**src/rtl/tdm_pkg.sv**
```systemverilog
// Definitions shared by both ends of the TDM serial link:
// frame width default, receiver state encoding and lane index type.
package tdm_pkg;

  localparam int TDM_WIDTH = 8;

  typedef enum logic {
    IDLE  = 1'b0,
    SHIFT = 1'b1
  } tdm_state_t;

  typedef logic [$clog2(TDM_WIDTH)-1:0] lane_idx_t;

endpackage

```
**src/rtl/tdm_addr_latch.sv**
```systemverilog
// Clocked addressable latch: one bit written per cycle at idx, with a clear.
// A clear and a write in the same cycle leave only the written bit set.
module tdm_addr_latch
  import tdm_pkg::*;
#(
  parameter int WIDTH = TDM_WIDTH,
  localparam int SEL_W = $clog2(WIDTH)
) (
  input  logic             clk,
  input  logic             rst_n,
  input  logic             we,
  input  logic             clr,
  input  logic [SEL_W-1:0] idx,
  input  logic             d,
  output logic [WIDTH-1:0] q
);

  logic [WIDTH-1:0] q_next;

  always_comb begin
    q_next = clr ? '0 : q;
    for (int i = 0; i < WIDTH; i++) begin
      if (we && idx == SEL_W'(i)) q_next[i] = d;
    end
  end

  always_ff @(posedge clk or negedge rst_n) begin
    if (!rst_n) q <= '0;
    else        q <= q_next;
  end

endmodule

```
**src/rtl/tdm_demux_deserializer.sv**
```systemverilog
// Receive end of the 8:1 TDM link: rebuilds one frame lane by lane and
// hands complete frames to a valid/ready consumer.
module tdm_demux_deserializer
  import tdm_pkg::*;
#(
  parameter int WIDTH = TDM_WIDTH,
  localparam int SEL_W = $clog2(WIDTH)
) (
  input  logic             clk,
  input  logic             rst_n,
  input  logic             bit_i,
  input  logic             bit_valid_i,
  input  logic             sync_i,
  input  logic             clear_i,
  output logic [SEL_W-1:0] sel_o,
  output logic [WIDTH-1:0] word_o,
  output logic             word_valid_o,
  input  logic             word_ready_i,
  output logic             overrun_o,
  output logic             sync_err_o
);

  localparam logic [SEL_W-1:0] LAST_LANE = SEL_W'(WIDTH - 1);

  tdm_state_t       state;
  logic [WIDTH-1:0] shadow;
  logic [WIDTH-1:0] frame_word;
  logic [WIDTH-1:0] pending;
  logic             pending_valid;
  logic             latch_we;
  logic             latch_clr;
  logic             frame_done;
  logic             resync;
  logic             missing_sync;
  logic             overrun_set;

  always_comb begin
    latch_we     = 1'b0;
    latch_clr    = 1'b0;
    frame_done   = 1'b0;
    resync       = 1'b0;
    missing_sync = 1'b0;
    if (bit_valid_i) begin
      if (state == IDLE) begin
        latch_we = sync_i;
      end else if (sync_i) begin
        latch_we = 1'b1;
        if (sel_o != '0) begin
          latch_clr = 1'b1;
          resync    = 1'b1;
        end
      end else if (sel_o != '0) begin
        latch_we   = 1'b1;
        frame_done = (sel_o == LAST_LANE);
      end else begin
        missing_sync = 1'b1;
      end
    end
  end

  // The completed frame includes the bit arriving this cycle, which the
  // shadow register only absorbs on this same edge.
  always_comb begin
    frame_word            = shadow;
    frame_word[WIDTH-1]   = bit_i;
  end

  tdm_addr_latch #(.WIDTH(WIDTH)) u_shadow (
    .clk   (clk),
    .rst_n (rst_n),
    .we    (latch_we),
    .clr   (latch_clr),
    .idx   (sync_i ? '0 : sel_o),
    .d     (bit_i),
    .q     (shadow)
  );

  always_ff @(posedge clk or negedge rst_n) begin
    if (!rst_n) begin
      state <= IDLE;
      sel_o <= '0;
    end else if (bit_valid_i) begin
      case (state)
        IDLE: begin
          if (sync_i) begin
            state <= SHIFT;
            sel_o <= SEL_W'(1);
          end
        end
        SHIFT: begin
          if (sync_i)               sel_o <= SEL_W'(1);
          else if (sel_o == '0)     state <= IDLE;
          else if (sel_o == LAST_LANE) sel_o <= '0;
          else                      sel_o <= sel_o + SEL_W'(1);
        end
        default: state <= IDLE;
      endcase
    end
  end

  assign overrun_set = pending_valid && word_valid_o && !word_ready_i;

  always_ff @(posedge clk or negedge rst_n) begin
    if (!rst_n) begin
      pending       <= '0;
      pending_valid <= 1'b0;
      word_o        <= '0;
      word_valid_o  <= 1'b0;
      overrun_o     <= 1'b0;
      sync_err_o    <= 1'b0;
    end else begin
      pending_valid <= frame_done;
      if (frame_done) pending <= frame_word;

      if (pending_valid) begin
        if (!word_valid_o || word_ready_i) begin
          word_o       <= pending;
          word_valid_o <= 1'b1;
        end
      end else if (word_valid_o && word_ready_i) begin
        word_valid_o <= 1'b0;
      end

      // Set events take priority over a simultaneous clear.
      overrun_o  <= overrun_set | (overrun_o & ~clear_i);
      sync_err_o <= resync | missing_sync | (sync_err_o & ~clear_i);
    end
  end

endmodule
```
**config.mk**
```make
export PLATFORM = sky130hd
export DESIGN_NAME = tdm_demux_deserializer
export DESIGN_NICKNAME = d
export VERILOG_FILES = /design/src/rtl/tdm_pkg.sv /design/src/rtl/tdm_addr_latch.sv /design/src/rtl/tdm_demux_deserializer.sv
export SDC_FILE = /design/constraint.sdc
export NUM_CORES = 1
export LEC_CHECK = 0
export BUFFER_PORTS_ARGS = -buffer_cell sky130_fd_sc_hd__clkbuf_2
export CAP_MARGIN = 20
export CORE_MARGIN = 3
export CORE_UTILIZATION = 40
export CTS_BUF_LIST = sky130_fd_sc_hd__clkbuf_4 sky130_fd_sc_hd__clkbuf_8
export CTS_CLUSTER_DIAMETER = 50
export DETAILED_ROUTE_END_ITERATION = 8
export GPL_TIMING_DRIVEN = 1
export MAX_ROUTING_LAYER = met4
export SYNTH_ARGS = -nofsm -noshare
export SYNTH_HDL_FRONTEND = slang
export SYNTH_SLANG_ARGS = --single-unit
```
**constraint.sdc**
```tcl
create_clock -name clk -period 2.7 [get_ports clk]
set_input_delay 0.81 -clock clk [delete_from_list [all_inputs] [get_ports clk]]
set_output_delay 0.81 -clock clk [all_outputs]
set_load 0.02 [all_outputs]
```
==> results of run 1 <==
## flip-flops by register name, summed over array words and instances, names as in the netlist
signal	count
state	1
u_shadow.q	7
overrun_o	1
pending	8
pending_valid	1
word_o	8
sel_o	3
sync_err_o	1
word_valid_o	1
## metrics by stage
stage	power, mW	setup WS, ns	utilization	cells
3_3_place_gp	0.979	0.726	0.474	172
4_1_cts	1.37	0.723	0.501	180
6_report	1.36	0.721	0.501	180
3_5_place_dp	0.985	0.727	0.474	172
5_1_grt	1.44	0.624	0.501	180
2_1_floorplan	0.911	0.700	-	113
## final cells by class
cell class / count / share of cell area
Sequential cell: 31 / 0.487
Multi-Input combinational cell: 69 / 0.342
Timing Repair Buffer: 20 / 0.0629
Tap cell: 44 / 0.0346
Clock buffer: 6 / 0.0322
Clock inverter: 2 / 0.0220
Inverter: 8 / 0.0189
## synthesized netlist by cell type
master	number	area, µm²
mux2_2	17	191
a32o_1	1	10.0
a22oi_1	1	7.51
inv_1	8	30.0
clkbuf_2	1	5.00
ha_1	3	37.5
buf_4	1	7.51
nor2b_2	1	8.76
a31oi_1	2	12.5
o21ai_0	5	25.0
nand2_2	1	6.26
nand2_1	5	18.8
and4_1	1	8.76
o22ai_1	3	18.8
buf_2	1	5.00
a21oi_1	2	10.0
nor2_1	7	26.3
nor3_1	4	20.0
nand2b_1	3	18.8
a2bb2oi_1	1	8.76
nand3_2	1	10.0
dfrtp_1	31	776
xor2_1	1	8.76
and3_1	1	6.26
nand3_1	2	10.0
buf_6	1	11.3
a22o_1	4	35.0
nand4b_1	1	8.76
nor4_4	1	21.3
mux2_4	1	15.0
clkbuf_1	1	3.75
## report_power, final
| part | leakage (nW) | total [mW] | switching (mW) | internal (mW) |
|---|---|---|---|---|
| logic | 0.350 | 0.347 | 0.202 | 0.146 |
| clock network | 0.0482 | 0.380 | 0.161 | 0.219 |
| registers | 0.421 | 0.630 | 0.0934 | 0.536 |
## kinds of logic after synthesis
kind of cell | synth area share
buffers and inverters | 0.0452
AND/OR/NAND/NOR | 0.119
AO/OA/AOI/OAI | 0.0923
multiplexers | 0.149
flip-flops | 0.561
adder cells (fa/ha/maj) | 0.0272
XOR/XNOR | 0.00634
## worst min-delay path, delay by kind of cell (launching register included)
family	cells	cell delay (ns)
and+or+nand+nor	1	0.05
buffers and inverters	1	0.05
DFF	1	0.35
## per-layer routing
| metal | vias to the layer above | GRT usage | share of wire |
|---|---|---|---|
| met2 | 21 | 0.201 | 0.45 |
| met1 | 448 | 0.177 | 0.48 |
| li1 | 443 | - | - |
| met3 | 6 | 0.0520 | 0.052 |
| met4 | 0 | 0.0554 | 0.020 |
| met5 | - | - | 0 |
## worst paths after layout
check                                     end
min in group asynchronous           word_o[0]
worst max-delay path            u_shadow.q[1]
worst min-delay path             word_valid_o
worst min register to register   word_valid_o
worst max register to register  u_shadow.q[1]
max in group asynchronous            sel_o[0]
==> results.toml, run 1 <==
[run_status]
status = "finished, final reports clean"

[routing]
vias = 918
via_per_inst = 5.10
wl_um = 2400
first_iter_violations = 13
drt-pass1-iter-count = 4
drc = 0
post_drt_wl_per_cell_um = 13.4
ant_nets = 0

[clock_network]
ctsResizeCount = 0
clock_latency_ns = 0.33
ctsHoldBuffers = 0
post_cts_buffers = 0
h-tree-depth = 2
numCtsBuffers = 5
cts_sinks = 31
clk_pin_slew_ns = 0.10
cts_tree = "built"
cts_buffer_depth = 2
root_buffer = "clkbuf_4"

[worst_setup_path]
worstRegToRegCells = 6
r2r_start = "sel_o[0]"
crit_arrival_ns = 2.20
worstPathCellList = "inv_1 > ha_1 > nand2b_1 > and4_1 > nor2b_2 > mux2_4"
required_ns = 2.93
cp_num_buf_inv = 1
critPathCaptureType = "flop"
path_delay_family = "simple AND/OR/NAND/NOR gates"
crit_cells = 6
cp_max_fo = 12
crit_type = "reg -> reg"
crit_start = "sel_o[0]"
max_stage_delay_ns = 0.56
worst_setup_path_start_kind = "flop"
cp_slowest_cell = "dfrtp_1"
rrSetupSlack_ns = 0.72

[grt]
overflow = 0
track_usage = 0.139
grt_max_degree = 32
grt_pass1_wl_um = 4310
antenna_found_initial = 0
grt_pass1_vias = 957

[final_layout]
seq_area_um2 = 776
final_cell_mix = "dfrtp_1 (31), clkbuf_2 (20), mux2_2 (17)"
drive_gt1_frac = 0.368
final_nets = 145
fillers = 307
layout_commonest_cell = "dfrtp_1"
fin_area_um2 = 1590
area_delta_synth_final_pct = 15.1
multi_input_area_um2 = 544
diodes = 0

[placed_design]
dp_hpwl_um = 1690
io_buffers = 20
place_congestion = 0.829
place_area_um2 = 1510

[min_path]
hold_path_depth = 2
hp-class = "reg -> reg"
hp-start = "pending_valid"

[die]
die_y_um = 64.8
num_rows = 20
initial_utilization = 0.435
core-area_um2 = 3180
die_w_um = 64.8
die_area_um2 = 4200
io_pins = 21

[timing]
setup_viol = 0
hold_violations = 0
fin_hold_ws_ns = 0.483
rsz0062_at_grt = "false"
fmaxAchievable_mhz = 505
timing.final.crit_period_ns = 1.98
setup-tns-final_ns = 0
period_share = 0.733
relSlewSlack = 0.504
skew_ns = 0.00898
worst_pin_slew_ns = 0.744
slew_viol_final = 0

[synth]
synth-seq-cells = 31
netlist_instances = 113
ys_warn_count = 0
synthesis.area_um2 = 1380
ys_seq_area_frac = 0.561
yosysUniqueCellTypes = 31
synth_area_per_cell_um2 = 12.2
syn-num-nets = 123

[power_and_ir_drop]
peakVddDrop_mv = 0.476
leakage_nw = 0.819
power_density_nw_per_um2 = 853

[run]
drv_cap = 0
(Power assumes the default switching activity.)
==> inputs of run 2 (changes only) <==
Clock period 2.7 ns to 1.7 ns, I/O delays scaled along.
==> results.toml, run 2 (same netlist as run 1, synthesis figures left out) <==
[worst_setup_path]
critPathCaptureType = "flop"
crit_arrival_ns = 1.83
crit_start = "sel_o[1]"
rrSetupSlack_ns = 0.08
worst_setup_path_start_kind = "flop"
crit_type = "reg -> reg"
cp_max_fo = 9
required_ns = 1.91
r2r_start = "sel_o[1]"

[placed_design]
place_congestion = 0.814
pre_cts_ws_ns = 0.0555
dp_hpwl_um = 1800
placedCellCount = 180
io_buffers = 20
place_area_um2 = 1610

[die]
die_y_um = 64.8
die_area_um2 = 4200
io_pins = 21
num_rows = 20
initial_utilization = 0.435
die_w_um = 64.8
core-area_um2 = 3180

[timing]
hold_violations = 0
setup_viol = 0
period_share = 0.955
setup-tns-final_ns = 0
skew_ns = 0.00616
timing.final.crit_period_ns = 1.62
fmaxAchievable_mhz = 616
relSlewSlack = 0.693
worst_pin_slew_ns = 0.461
rsz0062_at_grt = "true"
slew_viol_final = 0
setup_ws_ns = 0.0763

[power_and_ir_drop]
p_clk_frac = 0.201
total_power_mw = 2.08
combPwrFrac = 0.327
power_density_nw_per_um2 = 1250
p_sw_mw = 0.719
seqPwrFrac = 0.472
sw_frac_of_total = 0.345
peakVddDrop_mv = 0.882
internal-power_mw = 1.36
leakage_nw = 0.853

[final_layout]
layout_commonest_cell = "dfrtp_1"
final_cells = 188
final_nets = 153
fin_area_um2 = 1660
diodes = 0
final_cell_mix = "dfrtp_1 (29), clkbuf_2 (20), mux2_2 (17)"
drive_gt1_frac = 0.431
largestRegisters = "pending: 8 flops, word_o: 8 flops, u_shadow.q: 7 flops"
area_delta_synth_final_pct = 20.3

[routing]
ant_nets = 0
drc = 0
post_drt_wl_per_cell_um = 12.6
drt-pass1-iter-count = 5
wl_um = 2360
via_per_inst = 5.05
vias = 950
first_iter_violations = 27

[grt]
track_usage = 0.139
grt_pass1_wl_um = 4240
grt_pass1_vias = 950
grt_max_degree = 18
antenna_found_initial = 0
overflow = 0

[clock_network]
clock_latency_ns = 0.32
ctsHoldBuffers = 0
root_buffer = "clkbuf_4"
cts_buffer_depth = 2
post_cts_buffers = 0
cts_sinks = 31
numCtsBuffers = 5
ctsResizeCount = 0
clk_pin_slew_ns = 0.09
cts_tree = "built"
h-tree-depth = 2

[min_path]
hp-class = "in -> async"

[run_status]
status = "finished, final reports clean"

[run]
drv_cap = 0
## run 2: per-layer routing
layer,GRT usage,wire length [µm]
met1,0.157,1040
met2,0.220,1170
met3,0.0572,118
met4,0.0554,36
met5,-,0
## run 2: worst max-delay path: stages, from the launching register on
cell      delay [ns]
dfrtp_2         0.45
inv_1           0.16
ha_4            0.19
nand2b_1        0.10
nand3_2         0.24
mux2_2          0.37
## run 2: layout make-up
cell class	count	area (µm²)
multi-input combinational	69	557
sequential	31	778
tap	44	55.1
clock buffer	7	52.6
timing repair buffer	28	185
inverter	8	30.0
clock inverter	1	5.00
fill	325	1520
## run 2: power by group through the flow
stage / Clock [mW] / Combinational, mW / Sequential (mW)
6_report: 0.419 / 0.681 / 0.982
5_1_grt: 0.478 / 0.765 / 1.00
4_1_cts: 0.436 / 0.684 / 0.982
3_5_place_dp: 0 / 0.682 / 0.998
3_3_place_gp: 0 / 0.677 / 0.990
2_1_floorplan: 0 / 0.488 / 1.02
## run 2: worst paths after layout
check | to | cells after the start
hold reg to reg | word_valid_o | 2
max in group asynchronous | sel_o[0] | 2
min in group clk | overrun_o | 2
setup reg to reg | pending[6] | 5
setup / recovery | pending[6] | 5
hold / removal | word_o[3] | 1
## run 2: stage by stage
stage / hold WS (ns) / util
after global placement: 0.452 / 0.505
after floorplan: 0.214 / -
after global routing: 0.118 / 0.523
after detailed placement: 0.461 / 0.505
after CTS: 0.117 / 0.523
final: 0.119 / 0.523
==> inputs of run 3 (changes only) <==
Settings changed: CORE_ASPECT_RATIO from default to 1.25.
==> results.toml, run 3 (same netlist as run 1, synthesis figures left out) <==
[run_status]
status = "finished, final reports clean"

[die]
num_rows = 23
initial_utilization = 0.425
io_pins = 21
die_area_um2 = 4200
die_y_um = 71.7
die_w_um = 58.6
core-area_um2 = 3250

[timing]
timing.final.crit_period_ns = 1.58
hold_violations = 0
relSlewSlack = 0.708
setup_viol = 0
rsz0062_at_grt = "false"
period_share = 0.928
setup-tns-final_ns = 0
skew_ns = 0.00451
fmaxAchievable_mhz = 634
slew_viol_final = 0
worst_pin_slew_ns = 0.437

[final_layout]
drive_gt1_frac = 0.418
final_nets = 150
diodes = 0
final_cell_mix = "dfrtp_1 (29), clkbuf_2 (20), mux2_2 (17)"
largestRegisters = "pending: 8 flops, word_o: 8 flops, u_shadow.q: 7 flops"
area_delta_synth_final_pct = 21.4
layout_commonest_cell = "dfrtp_1"
fin_area_um2 = 1680

[routing]
ant_nets = 0
wl_um = 2500
first_iter_violations = 6
drc = 0
drt-pass1-iter-count = 4
vias = 952
post_drt_wl_per_cell_um = 14.1
via_per_inst = 5.35

[worst_setup_path]
crit_start = "sel_o[1]"
critPathCaptureType = "flop"
crit_arrival_ns = 1.75
required_ns = 1.87
r2r_start = "sel_o[1]"
crit_type = "reg -> reg"
worst_setup_path_start_kind = "flop"
cp_max_fo = 6

[grt]
grt_busiest_layer = "met2"
met2_usage = 0.227
track_usage = 0.150
grtUsageMet1 = 0.182
grt_pass1_wl_um = 4580
met3_usage = 0.0486
grt_max_degree = 17
overflow = 0
antenna_found_initial = 0
grt_pass1_vias = 961

[clock_network]
clock_latency_ns = 0.28
cts_sinks = 31
clk_pin_slew_ns = 0.06
ctsResizeCount = 0
numCtsBuffers = 5
ctsHoldBuffers = 0
root_buffer = "clkbuf_8"
cts_tree = "built"
post_cts_buffers = 0
h-tree-depth = 2
cts_buffer_depth = 2

[placed_design]
place_area_um2 = 1560
io_buffers = 20
place_congestion = 0.876
dp_hpwl_um = 1880

[min_path]
hp-class = "in -> async"

[power_and_ir_drop]
leakage_nw = 0.858
peakVddDrop_mv = 0.965
power_density_nw_per_um2 = 1430

[run]
drv_cap = 0
==> run 3: routing by layer <==
layer / routed length [µm] / vias to the layer above
li1: - / 454
met5: 0 / -
met1: 1080 / 476
met4: 57 / 0
met2: 1250 / 16
met3: 110 / 6
==> run 3: final cells by class <==
cell class / instances / area, µm²
Fill cell: 299 / 1570
Sequential cell: 31 / 778
Multi-Input combinational cell: 69 / 557
Timing Repair Buffer: 25 / 150
Clock buffer: 6 / 82.6
Tap cell: 37 / 46.3
Clock inverter: 2 / 35.0
Inverter: 8 / 30.0
==> run 3: final timing paths <==
| check | slack [ns] | to | cells past startpoint |
|---|---|---|---|
| min in group clk | 0.44 | overrun_o | 2 |
| hold / removal | 0.16 | u_shadow.q[0] | 1 |
| max in group asynchronous | 1.11 | word_o[7] | 2 |
| setup reg to reg | 0.12 | u_shadow.q[1] | 6 |
| hold reg to reg | 0.48 | word_valid_o | 2 |
| setup / recovery | 0.12 | u_shadow.q[1] | 6 |
==> run 3: stage by stage <==
step                      power, mW  hold slack, ns  utilization  worst slack, ns  std cells
after floorplan                1.51           0.214            -           0.0128        113
after global placement         1.66           0.460        0.480            0.119        170
after detailed placement       1.68           0.472        0.480           0.0510        170
after CTS                      2.44           0.161        0.516            0.120        178
after global routing           2.57           0.172        0.516           0.0251        178
final                          2.39           0.160        0.516            0.123        178
==> run 3: power breakdown <==
| group | leakage (nW) | internal (mW) | switching, mW |
|---|---|---|---|
| registers | 0.419 | 0.858 | 0.120 |
| logic | 0.378 | 0.310 | 0.370 |
| clock network | 0.0612 | 0.474 | 0.263 |
| total | 0.858 | 1.64 | 0.753 |
==> run 3: critical path, stage by stage, from the launching register on <==
cell and delay, ns:
dfrtp_2 0.39, inv_1 0.10, ha_4 0.19, nand2b_1 0.12, and4_1 0.34, nor2b_2 0.06, mux2_4 0.25
